==> src/rtl/vga_pkg.sv <==
// Shared constants and state encoding for the VGA drawing path.
package vga_pkg;
  localparam int X_MAX    = 160;
  localparam int Y_MAX    = 120;
  localparam int X_W      = 8;
  localparam int Y_W      = 7;
  localparam int COLOUR_W = 3;
  localparam logic [COLOUR_W-1:0] BLACK = 3'b000;

  typedef logic [1:0] state_t;
  localparam state_t S_IDLE  = 2'd0;
  localparam state_t S_DRAW  = 2'd1;
  localparam state_t S_CLEAR = 2'd2;
  localparam state_t S_DONE  = 2'd3;
endpackage

==> src/rtl/box_plotter_if.sv <==
// Command/pixel bundle between the control FSM (master) and box_plotter (slave).
interface box_plotter_if;
  import vga_pkg::*;

  logic                start;
  logic                clear;
  logic [X_W-1:0]      x_in;
  logic [Y_W-1:0]      y_in;
  logic [COLOUR_W-1:0] colour_in;
  logic [X_W-1:0]      x_out;
  logic [Y_W-1:0]      y_out;
  logic [COLOUR_W-1:0] colour_out;
  logic                plot;
  logic                busy;
  logic                done;

  modport master (
    output start, clear, x_in, y_in, colour_in,
    input  x_out, y_out, colour_out, plot, busy, done
  );

  modport slave (
    input  start, clear, x_in, y_in, colour_in,
    output x_out, y_out, colour_out, plot, busy, done
  );
endinterface

==> src/rtl/raster_counter.sv <==
// Column/row raster counter with runtime limits; last flags the final (col,row).
module raster_counter #(
  parameter int COL_W = 8,
  parameter int ROW_W = 7
) (
  input  logic             clock,
  input  logic             reset,
  input  logic             clr,
  input  logic             en,
  input  logic [COL_W-1:0] col_last,
  input  logic [ROW_W-1:0] row_last,
  output logic [COL_W-1:0] col,
  output logic [ROW_W-1:0] row,
  output logic             last
);
  logic [COL_W-1:0] r_col;
  logic [ROW_W-1:0] r_row;
  logic             w_col_wrap;
  logic             w_row_wrap;

  assign w_col_wrap = (r_col == col_last);
  assign w_row_wrap = (r_row == row_last);
  assign last       = w_col_wrap & w_row_wrap;
  assign col        = r_col;
  assign row        = r_row;

  always_ff @(posedge clock or posedge reset) begin
    if (reset) begin
      r_col <= '0;
      r_row <= '0;
    end else if (clr) begin
      r_col <= '0;
      r_row <= '0;
    end else if (en) begin
      if (w_col_wrap) begin
        r_col <= '0;
        r_row <= w_row_wrap ? '0 : r_row + 1'b1;
      end else begin
        r_col <= r_col + 1'b1;
      end
    end
  end
endmodule

==> src/rtl/box_plotter.sv <==
// Square/clear drawing engine: one registered pixel per clock toward vga_adapter.
//   state   | meaning
//   S_IDLE  | waiting for start/clear; counter held at (0,0)
//   S_DRAW  | streaming the SIZE x SIZE square
//   S_CLEAR | streaming the full screen in black
//   S_DONE  | one-cycle done pulse, then back to idle
module box_plotter
  import vga_pkg::*;
#(
  parameter int SIZE = 4
) (
  input logic          clock,
  input logic          reset,
  box_plotter_if.slave bus
);
  state_t              r_state;
  logic [X_W-1:0]      r_x0;
  logic [Y_W-1:0]      r_y0;
  logic [COLOUR_W-1:0] r_colour;
  logic                r_fin;
  logic [X_W-1:0]      r_x_out;
  logic [Y_W-1:0]      r_y_out;
  logic [COLOUR_W-1:0] r_colour_out;
  logic                r_plot;
  logic                r_busy;
  logic                r_done;

  logic                w_idle;
  logic                w_accept;
  logic                w_clr_mode;
  logic                w_emit;
  logic                w_cnt_clr;
  logic [X_W-1:0]      w_col_last;
  logic [Y_W-1:0]      w_row_last;
  logic [X_W-1:0]      w_col;
  logic [Y_W-1:0]      w_row;
  logic                w_last;
  logic [X_W-1:0]      w_x_base;
  logic [Y_W-1:0]      w_y_base;
  logic [X_W:0]        w_x_sum;
  logic [Y_W:0]        w_y_sum;
  logic                w_on_screen;
  logic [COLOUR_W-1:0] w_colour;

  assign w_idle   = (r_state == S_IDLE);
  assign w_accept = w_idle && (bus.start || bus.clear);

  // In idle the incoming command picks the limits so pixel 0 can leave on the accept edge.
  assign w_clr_mode = w_idle ? bus.clear : (r_state == S_CLEAR);
  assign w_col_last = w_clr_mode ? X_W'(X_MAX - 1) : X_W'(SIZE - 1);
  assign w_row_last = w_clr_mode ? Y_W'(Y_MAX - 1) : Y_W'(SIZE - 1);

  // r_fin marks that the final pixel is already on the outputs.
  assign w_emit    = w_accept || (((r_state == S_DRAW) || (r_state == S_CLEAR)) && !r_fin);
  assign w_cnt_clr = (r_state == S_DONE) || (w_idle && !w_accept);

  raster_counter #(.COL_W(X_W), .ROW_W(Y_W)) u_raster (
    .clock    (clock),
    .reset    (reset),
    .clr      (w_cnt_clr),
    .en       (w_emit),
    .col_last (w_col_last),
    .row_last (w_row_last),
    .col      (w_col),
    .row      (w_row),
    .last     (w_last)
  );

  assign w_x_base    = w_clr_mode ? '0 : (w_idle ? bus.x_in : r_x0);
  assign w_y_base    = w_clr_mode ? '0 : (w_idle ? bus.y_in : r_y0);
  assign w_x_sum     = {1'b0, w_x_base} + {1'b0, w_col};
  assign w_y_sum     = {1'b0, w_y_base} + {1'b0, w_row};
  assign w_on_screen = (w_x_sum < (X_W+1)'(X_MAX)) && (w_y_sum < (Y_W+1)'(Y_MAX));
  assign w_colour    = w_clr_mode ? BLACK : (w_idle ? bus.colour_in : r_colour);

  always_ff @(posedge clock or posedge reset) begin
    if (reset) begin
      r_state      <= S_IDLE;
      r_x0         <= '0;
      r_y0         <= '0;
      r_colour     <= '0;
      r_fin        <= 1'b0;
      r_x_out      <= '0;
      r_y_out      <= '0;
      r_colour_out <= '0;
      r_plot       <= 1'b0;
      r_busy       <= 1'b0;
      r_done       <= 1'b0;
    end else begin
      if (w_emit) begin
        r_x_out      <= w_x_sum[X_W-1:0];
        r_y_out      <= w_y_sum[Y_W-1:0];
        r_colour_out <= w_colour;
        r_plot       <= w_clr_mode | w_on_screen;
        r_busy       <= 1'b1;
        r_fin        <= w_last;
      end
      case (r_state)
        S_IDLE: begin
          if (w_accept) begin
            r_x0     <= bus.x_in;
            r_y0     <= bus.y_in;
            r_colour <= bus.colour_in;
            r_state  <= bus.clear ? S_CLEAR : S_DRAW;
          end
        end
        S_DRAW, S_CLEAR: begin
          if (r_fin) begin
            r_state <= S_DONE;
            r_fin   <= 1'b0;
            r_plot  <= 1'b0;
            r_busy  <= 1'b0;
            r_done  <= 1'b1;
          end
        end
        S_DONE: begin
          r_state <= S_IDLE;
          r_done  <= 1'b0;
        end
        default: r_state <= S_IDLE;
      endcase
    end
  end

  assign bus.x_out      = r_x_out;
  assign bus.y_out      = r_y_out;
  assign bus.colour_out = r_colour_out;
  assign bus.plot       = r_plot;
  assign bus.busy       = r_busy;
  assign bus.done       = r_done;
endmodule
==> src/flat_wrapper.sv <==
// flat-port wrapper written by rule: the top's interface ports become plain ports
module box_plotter_flat import vga_pkg::*;
#(
  parameter int SIZE = 4
)
  (clock, reset, bus_start, bus_clear, bus_x_in, bus_y_in, bus_colour_in, bus_x_out, bus_y_out, bus_colour_out, bus_plot, bus_busy, bus_done);
  box_plotter_if bus_i ();
  input logic clock;
  input logic reset;
  input wire logic [$bits(bus_i.start)-1:0] bus_start;
  input wire logic [$bits(bus_i.clear)-1:0] bus_clear;
  input wire logic [$bits(bus_i.x_in)-1:0] bus_x_in;
  input wire logic [$bits(bus_i.y_in)-1:0] bus_y_in;
  input wire logic [$bits(bus_i.colour_in)-1:0] bus_colour_in;
  output wire logic [$bits(bus_i.x_out)-1:0] bus_x_out;
  output wire logic [$bits(bus_i.y_out)-1:0] bus_y_out;
  output wire logic [$bits(bus_i.colour_out)-1:0] bus_colour_out;
  output wire logic [$bits(bus_i.plot)-1:0] bus_plot;
  output wire logic [$bits(bus_i.busy)-1:0] bus_busy;
  output wire logic [$bits(bus_i.done)-1:0] bus_done;
  assign bus_i.start = bus_start;
  assign bus_i.clear = bus_clear;
  assign bus_i.x_in = bus_x_in;
  assign bus_i.y_in = bus_y_in;
  assign bus_i.colour_in = bus_colour_in;
  assign bus_x_out = bus_i.x_out;
  assign bus_y_out = bus_i.y_out;
  assign bus_colour_out = bus_i.colour_out;
  assign bus_plot = bus_i.plot;
  assign bus_busy = bus_i.busy;
  assign bus_done = bus_i.done;
  box_plotter #(.SIZE(SIZE)) u_core (.clock(clock), .reset(reset), .bus(bus_i));
endmodule
==> config.mk <==
export PLATFORM = sky130hd
export DESIGN_NAME = box_plotter_flat
export DESIGN_NICKNAME = d
export VERILOG_FILES = /design/src/rtl/vga_pkg.sv /design/src/rtl/box_plotter_if.sv /design/src/rtl/raster_counter.sv /design/src/rtl/box_plotter.sv /design/src/flat_wrapper.sv
export SDC_FILE = /design/constraint.sdc
export NUM_CORES = 1
export LEC_CHECK = 0
export ABC_AREA = 1
export BUFFER_PORTS_ARGS = -buffer_cell sky130_fd_sc_hd__buf_4
export CORE_UTILIZATION = 55
export CTS_CLUSTER_SIZE = 16
export DETAILED_ROUTE_END_ITERATION = 7
export PLACE_DENSITY_LB_ADDON = 0.3
export SYNTH_ARGS = -nofsm -noshare
export SYNTH_HDL_FRONTEND = slang
export SYNTH_SLANG_ARGS = --single-unit
export TNS_END_PERCENT = 10
==> constraint.sdc <==
create_clock -name clock -period 3.6 [get_ports clock]
set_input_delay 0.36 -clock clock [delete_from_list [all_inputs] [get_ports clock]]
set_output_delay 0.36 -clock clock [all_outputs]
set_load 0.005 [all_outputs]
==> results of run 1 <==
-- power by group --
group / switching [mW] / internal [mW]
clock network: 0.266 / 0.475
logic: 1.30 / 0.758
registers: 0.162 / 0.906
-- metrics by stage --
step                setup slack [ps]  hold WS [ps]  instances
finish                           603          79.1        605
global route                     295           126        605
CTS                              592          91.8        605
detailed placement               648           465        589
global placement                 793           454        589
floorplan                        739           448        480
-- registers in the layout, summed over array words and instances, names as in the netlist --
signal                 flops
u_core.r_fin               1
u_core.bus.y_out           7
u_core.u_raster.col        8
u_core.bus.x_out           8
u_core.r_state             2
u_core.r_y0                7
u_core.bus.colour_out      3
u_core.bus.busy            1
u_core.bus.done            1
u_core.bus.plot            1
u_core.r_colour            3
u_core.r_x0                8
u_core.u_raster.row        7
-- logic make-up (layout without fill, tap and decap cells) --
group,after synthesis,count (layout),synth area share [%]
AO/OA/AOI/OAI,83,83,13.4
XOR/XNOR,8,8,1.98
buffers and inverters,93,143,10.1
adder cells (fa/ha/maj),22,22,8.20
flip-flops,57,57,40.3
AND/OR/NAND/NOR,217,217,26.0
-- routing by layer --
| metal | vias up | wire [µm] |
|---|---|---|
| li1 | 1608 | - |
| met1 | 1456 | 3480 |
| met2 | 120 | 3530 |
| met3 | 18 | 453 |
| met4 | 0 | 177 |
| met5 | - | 0 |
-- critical path: cells and delay by family, from the launching register on --
family,cells,cell delay (ps)
and+or+nand+nor,15,1150
DFF,1,390
adders and majority gates,3,830
buffers and inverters,4,540
-- final cells by class --
class	count	area (µm²)
Clock inverter	6	105
Timing Repair Buffer	45	338
Tap cell	75	93.8
Fill cell	509	1890
Clock buffer	10	138
Multi-Input combinational cell	330	1750
Inverter	82	313
Sequential cell	57	1430
-- worst paths after layout --
check,to,depth (start not counted),start
max reg2reg,u_core.bus.plot,22,u_core.r_state[1]
min in group clock,u_core.r_x0[4],3,bus_x_in[4]
max,u_core.bus.plot,22,u_core.r_state[1]
max in group asynchronous,u_core.r_x0[2],3,reset
min reg2reg,u_core.bus.x_out[0],2,u_core.bus.x_out[0]
min,u_core.bus.colour_out[1],2,reset
-- layout by cell type (no fill, tap or decap), drive strengths merged --
master	netlist	final
xor2	6	6
bufinv	0	3
ha	20	20
inv	81	81
nand2	153	153
o21a	1	1
o31ai	2	2
and3	2	2
nor3	5	5
buf	3	45
o211ai	1	1
dfrtp	57	57
clkinv	1	4
nand3b	2	2
nor2	26	26
nand3	22	22
fa	2	2
o21ai	60	60
or2	1	1
clkbuf	8	10
xnor2	2	2
a21oi	9	9
a31oi	7	7
o22ai	1	1
nand4	6	6
a211oi	2	2
==> results.txt, run 1 <==
The total power draw came out at 3.87 mW. The tools report the critical path capture point type as a flip-flop. Setup slack on the worst reg-to-reg path comes out at 600 ps. Setup repair after global routing left no endpoint under its margin. Routability-driven placement finished with a final weighted congestion of 0.859. The signal on the critical path passes through inv_1 -> ha_1 -> inv_2 -> nand2_1 -> nand2_2 -> inv_4 -> nand2_1 -> inv_1 -> ha_1 -> fa_1 -> nand2_1 -> nand2_1 -> nand3_1 -> nand2_1 -> nand2_1 -> nand2_1 -> nand2_1 -> nand2_1 -> nand2_1 -> nor2_1 -> nor2_1 -> nor2_1.

Using the TritonRoute via totals, the vias-per-cell ratio works out to 5.29. For this run, the post-layout net count is 569. The path type of the worst setup path was flip-flop to flip-flop. Number of antenna repair diodes: 0. The mean routed wirelength per cell was 12.6 µm. The cell repeated most along the worst path was sky130_fd_sc_hd__nand2_1.

The run gives 7640 µm as the total routed wirelength. In this run the number of H-tree levels came out at 3. The horizontal die dimension came out at 82.2 µm. Counting instances in the post-synthesis netlist gives the leading cell types as 148 x sky130_fd_sc_hd__nand2_1, 76 x sky130_fd_sc_hd__inv_1, 57 x sky130_fd_sc_hd__dfrtp_1. The count of endpoints failing hold in the final timing report came out at 0. In this run the power density over the cells is 929 nW/µm².

The floorplan step defined a core boundary enclosing 6060 µm². Routing layer with the top usage in global route: met2. For the worst setup path, the data required time is 3830 ps. The global-route met2 utilization is 40.4%. After layout, the worst path uses 83.3% of the clock period. The detailed router's first-iteration violation count was 167; the post-detailed-route DRC marker count was 0. Summed over all layers, the global routing overflow is 0. Among all stages on the critical path, the largest delay is contributed by sky130_fd_sc_hd__fa_1. The tools report the number of global-route vias before repair as 2842. Sequential elements use 40.3% of the synthesized area. Measured on the finished design, the core utilization comes to 68.8%. Pin placement for this block handled 43 I/O pins. The delay contributed by the slowest stage of the critical path works out to 410 ps. The run gives 0 as the max-slew violation count. The tools report the category of the worst setup path launch point as a flip-flop. At the pin with the least slew margin, the transition time is 588 ps. The remaining max-slew budget at the tightest pin came out at 60.8%. The synthesis warning total came out at 0.

Entering global routing, the biggest net connects 37 pins. Relative to the synthesized area, the layout overhead comes to 17.8%. By instance count, the leading cell after synthesis is sky130_fd_sc_hd__nand2_1. The clock edge transition at the registers on the reported setup and hold paths came out at 70 ps. For this run, the top clock speed supported by timing is 334 MHz. The finished cells cover 4170 µm².

In the synthesized netlist the async set-or-reset flop fraction comes to 100%. The leakage power summed over all cells is 2.31 nW. For the initial antenna violation count, the log shows 0. For the combined area of all synthesized cells, the log shows 3540 µm². Across the run, the number of max-cap violations was 0.

The routed design could run at a clock period as short as 3000 ps. The clock passes through at most 2 buffers. Global routing used 25.3% of the available tracks across all layers. The die covers 6760 µm². The final setup violation count is 0.

Averaged over all synthesized cells, the footprint is 7.37 µm². The number of cell rows came out at 28. TritonCTS built the clock tree. Fraction of synthesized cell area taken by the top area cell type: 40.3%. The global-route met1 utilization is 32.6%, and the number of storage elements in the synthesis netlist is 57. The number of nets still failing antenna checks after routing is 0, and the detailed placement HPWL is 5750 µm.

Gates resized during post-CTS repair numbered 0. For the global-route wire length before repair, the log shows 12600 µm. Post-CTS setup buffer count: 0. The logs give 480 for the cell count after synthesis and 3220 ps for the arrival time at the worst endpoint. Among all flip-flop cells after synthesis, the most frequent one is sky130_fd_sc_hd__dfrtp_1. The run gives 3930 µm² as the placement-stage cell area. Counting flops with a built-in enable in the synthesized netlist gives 0.

In this run, CTS created clock tree buffers numbering 9. The run gives 0 ps as the sum of negative setup slack. Clock tree root buffer cell: sky130_fd_sc_hd__clkbuf_8.

In this run the worst hold path is classified as input port to asynchronous set/reset pin. Of all nets on the critical path, the largest fanout is 30. The tools report the number of detailed-routing iterations run before antenna repair as 6.

When the netlist entered floorplanning its net count stood at 524. The number of clock sinks seen by CTS was 57. In this run, distinct cell masters in the synthesized netlist total 36. The worst-case IR drop observed on VDD is 0.541 mV. Detailed routing inserted a total of 3202 vias. For the hold buffer count at cts, the log shows 0. The largest total area in the synthesized netlist belongs to sky130_fd_sc_hd__dfrtp_1. The vertical die dimension came out at 82.2 µm.

The initial cell density of the core was 58.4%. The flow ran to the end, and the final reports show no timing, DRC or antenna violations. On the final layout, the worst clock skew is 5.60 ps. At the later pin of the worst-skew pair, clock insertion delay measures 340 ps.

For met3 alone, demand over resource in global routing was 4.84%. The port buffer count was 42. The fraction of final layout cells with drive strength greater than 1 is 15.7%. After synthesis, the cell types taking the most area are sky130_fd_sc_hd__dfrtp_1 40%, sky130_fd_sc_hd__nand2_1 16%, sky130_fd_sc_hd__inv_1 8.1%.
Note: power is estimated with default switching activity, not from simulation.
==> run 2, diff against run 1 <==
- clock period: 3.6 -> 2.9 ns (I/O delays scaled with it)
==> results.txt, run 2 (synthesized netlist as in run 1, its figures left out) <==
The worst reg2reg path depth is 22 (unchanged). The startpoint identified for the worst hold timing path is bus_x_in[6]. The run gives 6060 µm² (unchanged) as the total core area. The run gives 0 (unchanged) as the final setup violation count.

Class of the worst hold path: input port to flip-flop (was input port to asynchronous set/reset pin). The signed area change from the synthesized netlist to the final layout came out at 17.8% (about the same). For the total clock buffers created by CTS, the log shows 9 (unchanged). The run gives 0 (unchanged) as the max-slew violation count.

The total power draw came out at 4.65 mW (was 3.87 mW). The top-level I/O count came out at 43 (unchanged). The power spent charging and discharging nets was 2.16 mW (was 1.73 mW). The tools report the critical path capture point type as a flip-flop (unchanged). For the maximum number of pins on one net before global-route repair, the log shows 41 (was 37). The port buffer count was 42 (unchanged).

The power per unit of standard cell area was 1120 nW/µm² (was 929 nW/µm²); the arrival time at the worst endpoint was 2920 ps (was 3220 ps). The most common cell after layout, fill and taps aside was sky130_fd_sc_hd__nand2_1 (unchanged). For the number of cell rows, the log shows 28 (unchanged). Clock tree root buffer cell: sky130_fd_sc_hd__clkbuf_8 (unchanged).

The run gives 0 (unchanged) as the global route total overflow. The tools report the leakage power summed over all cells as 2.30 nW (was 2.31 nW). The clock period minus final worst setup slack was 2680 ps (was 3000 ps); the initial antenna violation count was 0 (unchanged). The fraction of final layout cells with drive strength greater than 1 is 17.2% (was 15.7%).

For the combined global-route utilization of all metal layers, the log shows 25.8% (was 25.3%). The routing layer with the top usage in global route is met2 (unchanged). The sequential group share of total power came out at 28.5% (was 27.6%). The number of clock sinks seen by CTS was 57 (unchanged). The depth of the worst hold-timing path came out at 3. TritonCTS built the clock tree.

The global-route met3 utilization came out at 4.29% (was 4.84%). The global-route met2 utilization is 41.1% (was 40.4%). The logs give 36.1% (was 60.8%) for the remaining max-slew budget at the tightest pin and 57.0% (was 53.3%) for the share of total power in combinational logic.

The category of the worst setup path launch point was a flip-flop (unchanged). For the via count, the log shows 3154 (was 3202). The total routed wirelength was 7830 µm (was 7640 µm). The tools report the detailed placement HPWL as 5750 µm (about the same). Most frequent cells in the layout: 148 x sky130_fd_sc_hd__nand2_1, 73 x sky130_fd_sc_hd__inv_1, 57 x sky130_fd_sc_hd__dfrtp_1, 56 x sky130_fd_sc_hd__o21ai_0, 49 x sky130_fd_sc_hd__buf_4 (was 148 x sky130_fd_sc_hd__nand2_1, 75 x sky130_fd_sc_hd__inv_1, 57 x sky130_fd_sc_hd__dfrtp_1, 56 x sky130_fd_sc_hd__o21ai_0, 45 x sky130_fd_sc_hd__buf_4). The worst flop-to-flop path endpoint was u_core.bus.plot (unchanged). The placer's final routability congestion estimate is 0.915 (was 0.859), and the mean routed wirelength per cell is 12.8 µm (was 12.6 µm). The number of maximum-capacitance constraint violations was 0 (unchanged). Vertical die dimension: 82.2 µm (unchanged). The maximum number of buffers from clock root to sink is 2 (unchanged). The worst-case register-to-register setup slack came out at 220 ps (was 600 ps). For the relative contribution of the clock network to total power, the log shows 14.5% (was 19.1%). For the post-detailed-route DRC marker count, the log shows 0 (unchanged). The maximum VDD drop was 0.718 mV (was 0.541 mV); the internal power consumption was 2.50 mW (was 2.14 mW).

The number of nets still failing antenna checks after routing came out at 0 (unchanged). Global-route met1 utilization: 34.1% (was 32.6%). The worst hold path terminates at u_core.r_x0[6]. The final cycle utilization of the critical path was 92.5% (was 83.3%). For the worst path required time, the log shows 3130 ps (was 3830 ps).

Launching point of the worst reg2reg path: u_core.r_state[0] (was u_core.r_state[1]). The maximum operating frequency came out at 373 MHz (was 334 MHz). The number of antenna repair diodes was 0 (unchanged); the horizontal die dimension was 82.2 µm (unchanged).

Setup clock skew after layout: 10.6 ps (was 5.60 ps). The run finished with clean final reports. The logs give 196 (was 167) for the detailed router's first-iteration violation count and 6760 µm² (unchanged) for the total die area. The logs give 12800 µm (was 12600 µm) for the global-route wire length before repair and 574 (was 569) for the total number of nets in the final design. The transition time at the pin with the least slew margin was 958 ps (was 588 ps). Top fanout value on the critical path: 16 (was 30). The number of global-route vias before repair is 2841 (was 2842). The run gives 4 (was 6) as the number of detailed-routing iterations run before antenna repair. The count of endpoints failing hold in the final timing report came out at 0 (unchanged). The clock latency reported for the late side of the worst-skew pair is 350 ps (was 340 ps), and the detail-routed via count per cell is 5.17 (was 5.29). For the initial cell density of the core, the log shows 58.4% (unchanged). The sum of negative setup slack was 0 ps (unchanged). Path type of the worst setup path: flip-flop to flip-flop (unchanged). The clock edge transition at the registers on the reported setup and hold paths is 70 ps (about the same). The net switching share of the total power works out to 46.3% (was 44.8%). Total number of H-tree levels: 3 (unchanged).
==> run 2: cell types whose count changed in the layout (fill, tap and decap cells not counted), moves of 2 or more <==
cell / change
sky130_fd_sc_hd__fa_1: -2
sky130_fd_sc_hd__fa_2: +2
sky130_fd_sc_hd__clkbuf_1: +2
sky130_fd_sc_hd__ha_1: -2
sky130_fd_sc_hd__inv_1: -2
sky130_fd_sc_hd__inv_2: +2
sky130_fd_sc_hd__bufinv_16: -3
sky130_fd_sc_hd__buf_4: +4
==> run 2: stage by stage <==
step	instance area, µm²	hold WS, ps	std cells	setup slack, ps	util, %
global placement	3950	297	592	181	65.1
CTS	4130	217	609	49.1	68.2
floorplan	3540	448	480	38.9	-
global route	4170	243	610	-4.84	68.8
detailed placement	3950	297	592	21.5	65.1
finish	4170	221	610	217	68.8
==> run 2: routing by layer <==
layer	wire, µm	up-vias	part of all wire, %
met5	0	-	0
met4	155	0	2.0
met3	363	14	4.6
met2	3530	81	45
met1	3790	1431	48
li1	-	1628	-
==> run 2: final cells by class <==
type                    count  area [µm²]
clock buffers              13         159
clock inverters             3        15.0
fillers                   527        1890
inverters                  82         315
multi-input cells         330        1780
flip-flops and latches     57        1430
well taps                  75        93.8
repair buffers             50         378
==> run 2: critical path, cell delays in order, from the launching register on <==
cell and delay [ps]:
sky130_fd_sc_hd__dfrtp_1 400, sky130_fd_sc_hd__inv_2 90, sky130_fd_sc_hd__ha_4 170, sky130_fd_sc_hd__inv_2 70, sky130_fd_sc_hd__buf_4 180, sky130_fd_sc_hd__nand2_1 60
sky130_fd_sc_hd__o21ai_0 80, sky130_fd_sc_hd__nand2_1 90, sky130_fd_sc_hd__inv_1 50, sky130_fd_sc_hd__ha_2 190, sky130_fd_sc_hd__fa_2 380, sky130_fd_sc_hd__nand2_1 80
sky130_fd_sc_hd__nand2_1 70, sky130_fd_sc_hd__nand3_1 100, sky130_fd_sc_hd__nand2_1 70, sky130_fd_sc_hd__nand2_1 80, sky130_fd_sc_hd__nand2_1 80, sky130_fd_sc_hd__nand2_1 80
sky130_fd_sc_hd__nand2_1 50, sky130_fd_sc_hd__nand2_1 60, sky130_fd_sc_hd__nor2_1 40, sky130_fd_sc_hd__nor2_1 80, sky130_fd_sc_hd__nor2_1 40
==> run 2: how the worst max path moves through the flow <==
stage / start / to / slack [ps]
6_report: u_core.r_state[0] / u_core.bus.plot / 220
5_1_grt: u_core.r_state[0] / u_core.bus.plot / -5
4_1_cts: u_core.r_state[0] / u_core.bus.plot / 50
3_5_place_dp: u_core.r_state[0] / u_core.bus.plot / 20
3_3_place_gp: u_core.r_state[0] / u_core.bus.plot / 180
2_1_floorplan: u_core.r_state[0] / u_core.bus.plot / 40
==> run 2: timing repair <==
action | in CTS | in global routing
endpoints found under the setup margin | 1 | 1
endpoints found under the hold margin | 17 | 0
pin swaps | 0 | 2
resized for setup | 1 | 9
hold buffers | 1 | 0
setup buffers | 0 | 1
==> run 2: power groups by stage <==
stage | clock (mW) | sequential (mW) | combinational (mW)
2_1_floorplan | 0 | 1.30 | 1.84
4_1_cts | 0.682 | 1.32 | 2.61
3_5_place_dp | 0 | 1.33 | 2.58
3_3_place_gp | 0 | 1.32 | 2.49
6_report | 0.675 | 1.33 | 2.65
5_1_grt | 0.708 | 1.37 | 3.02
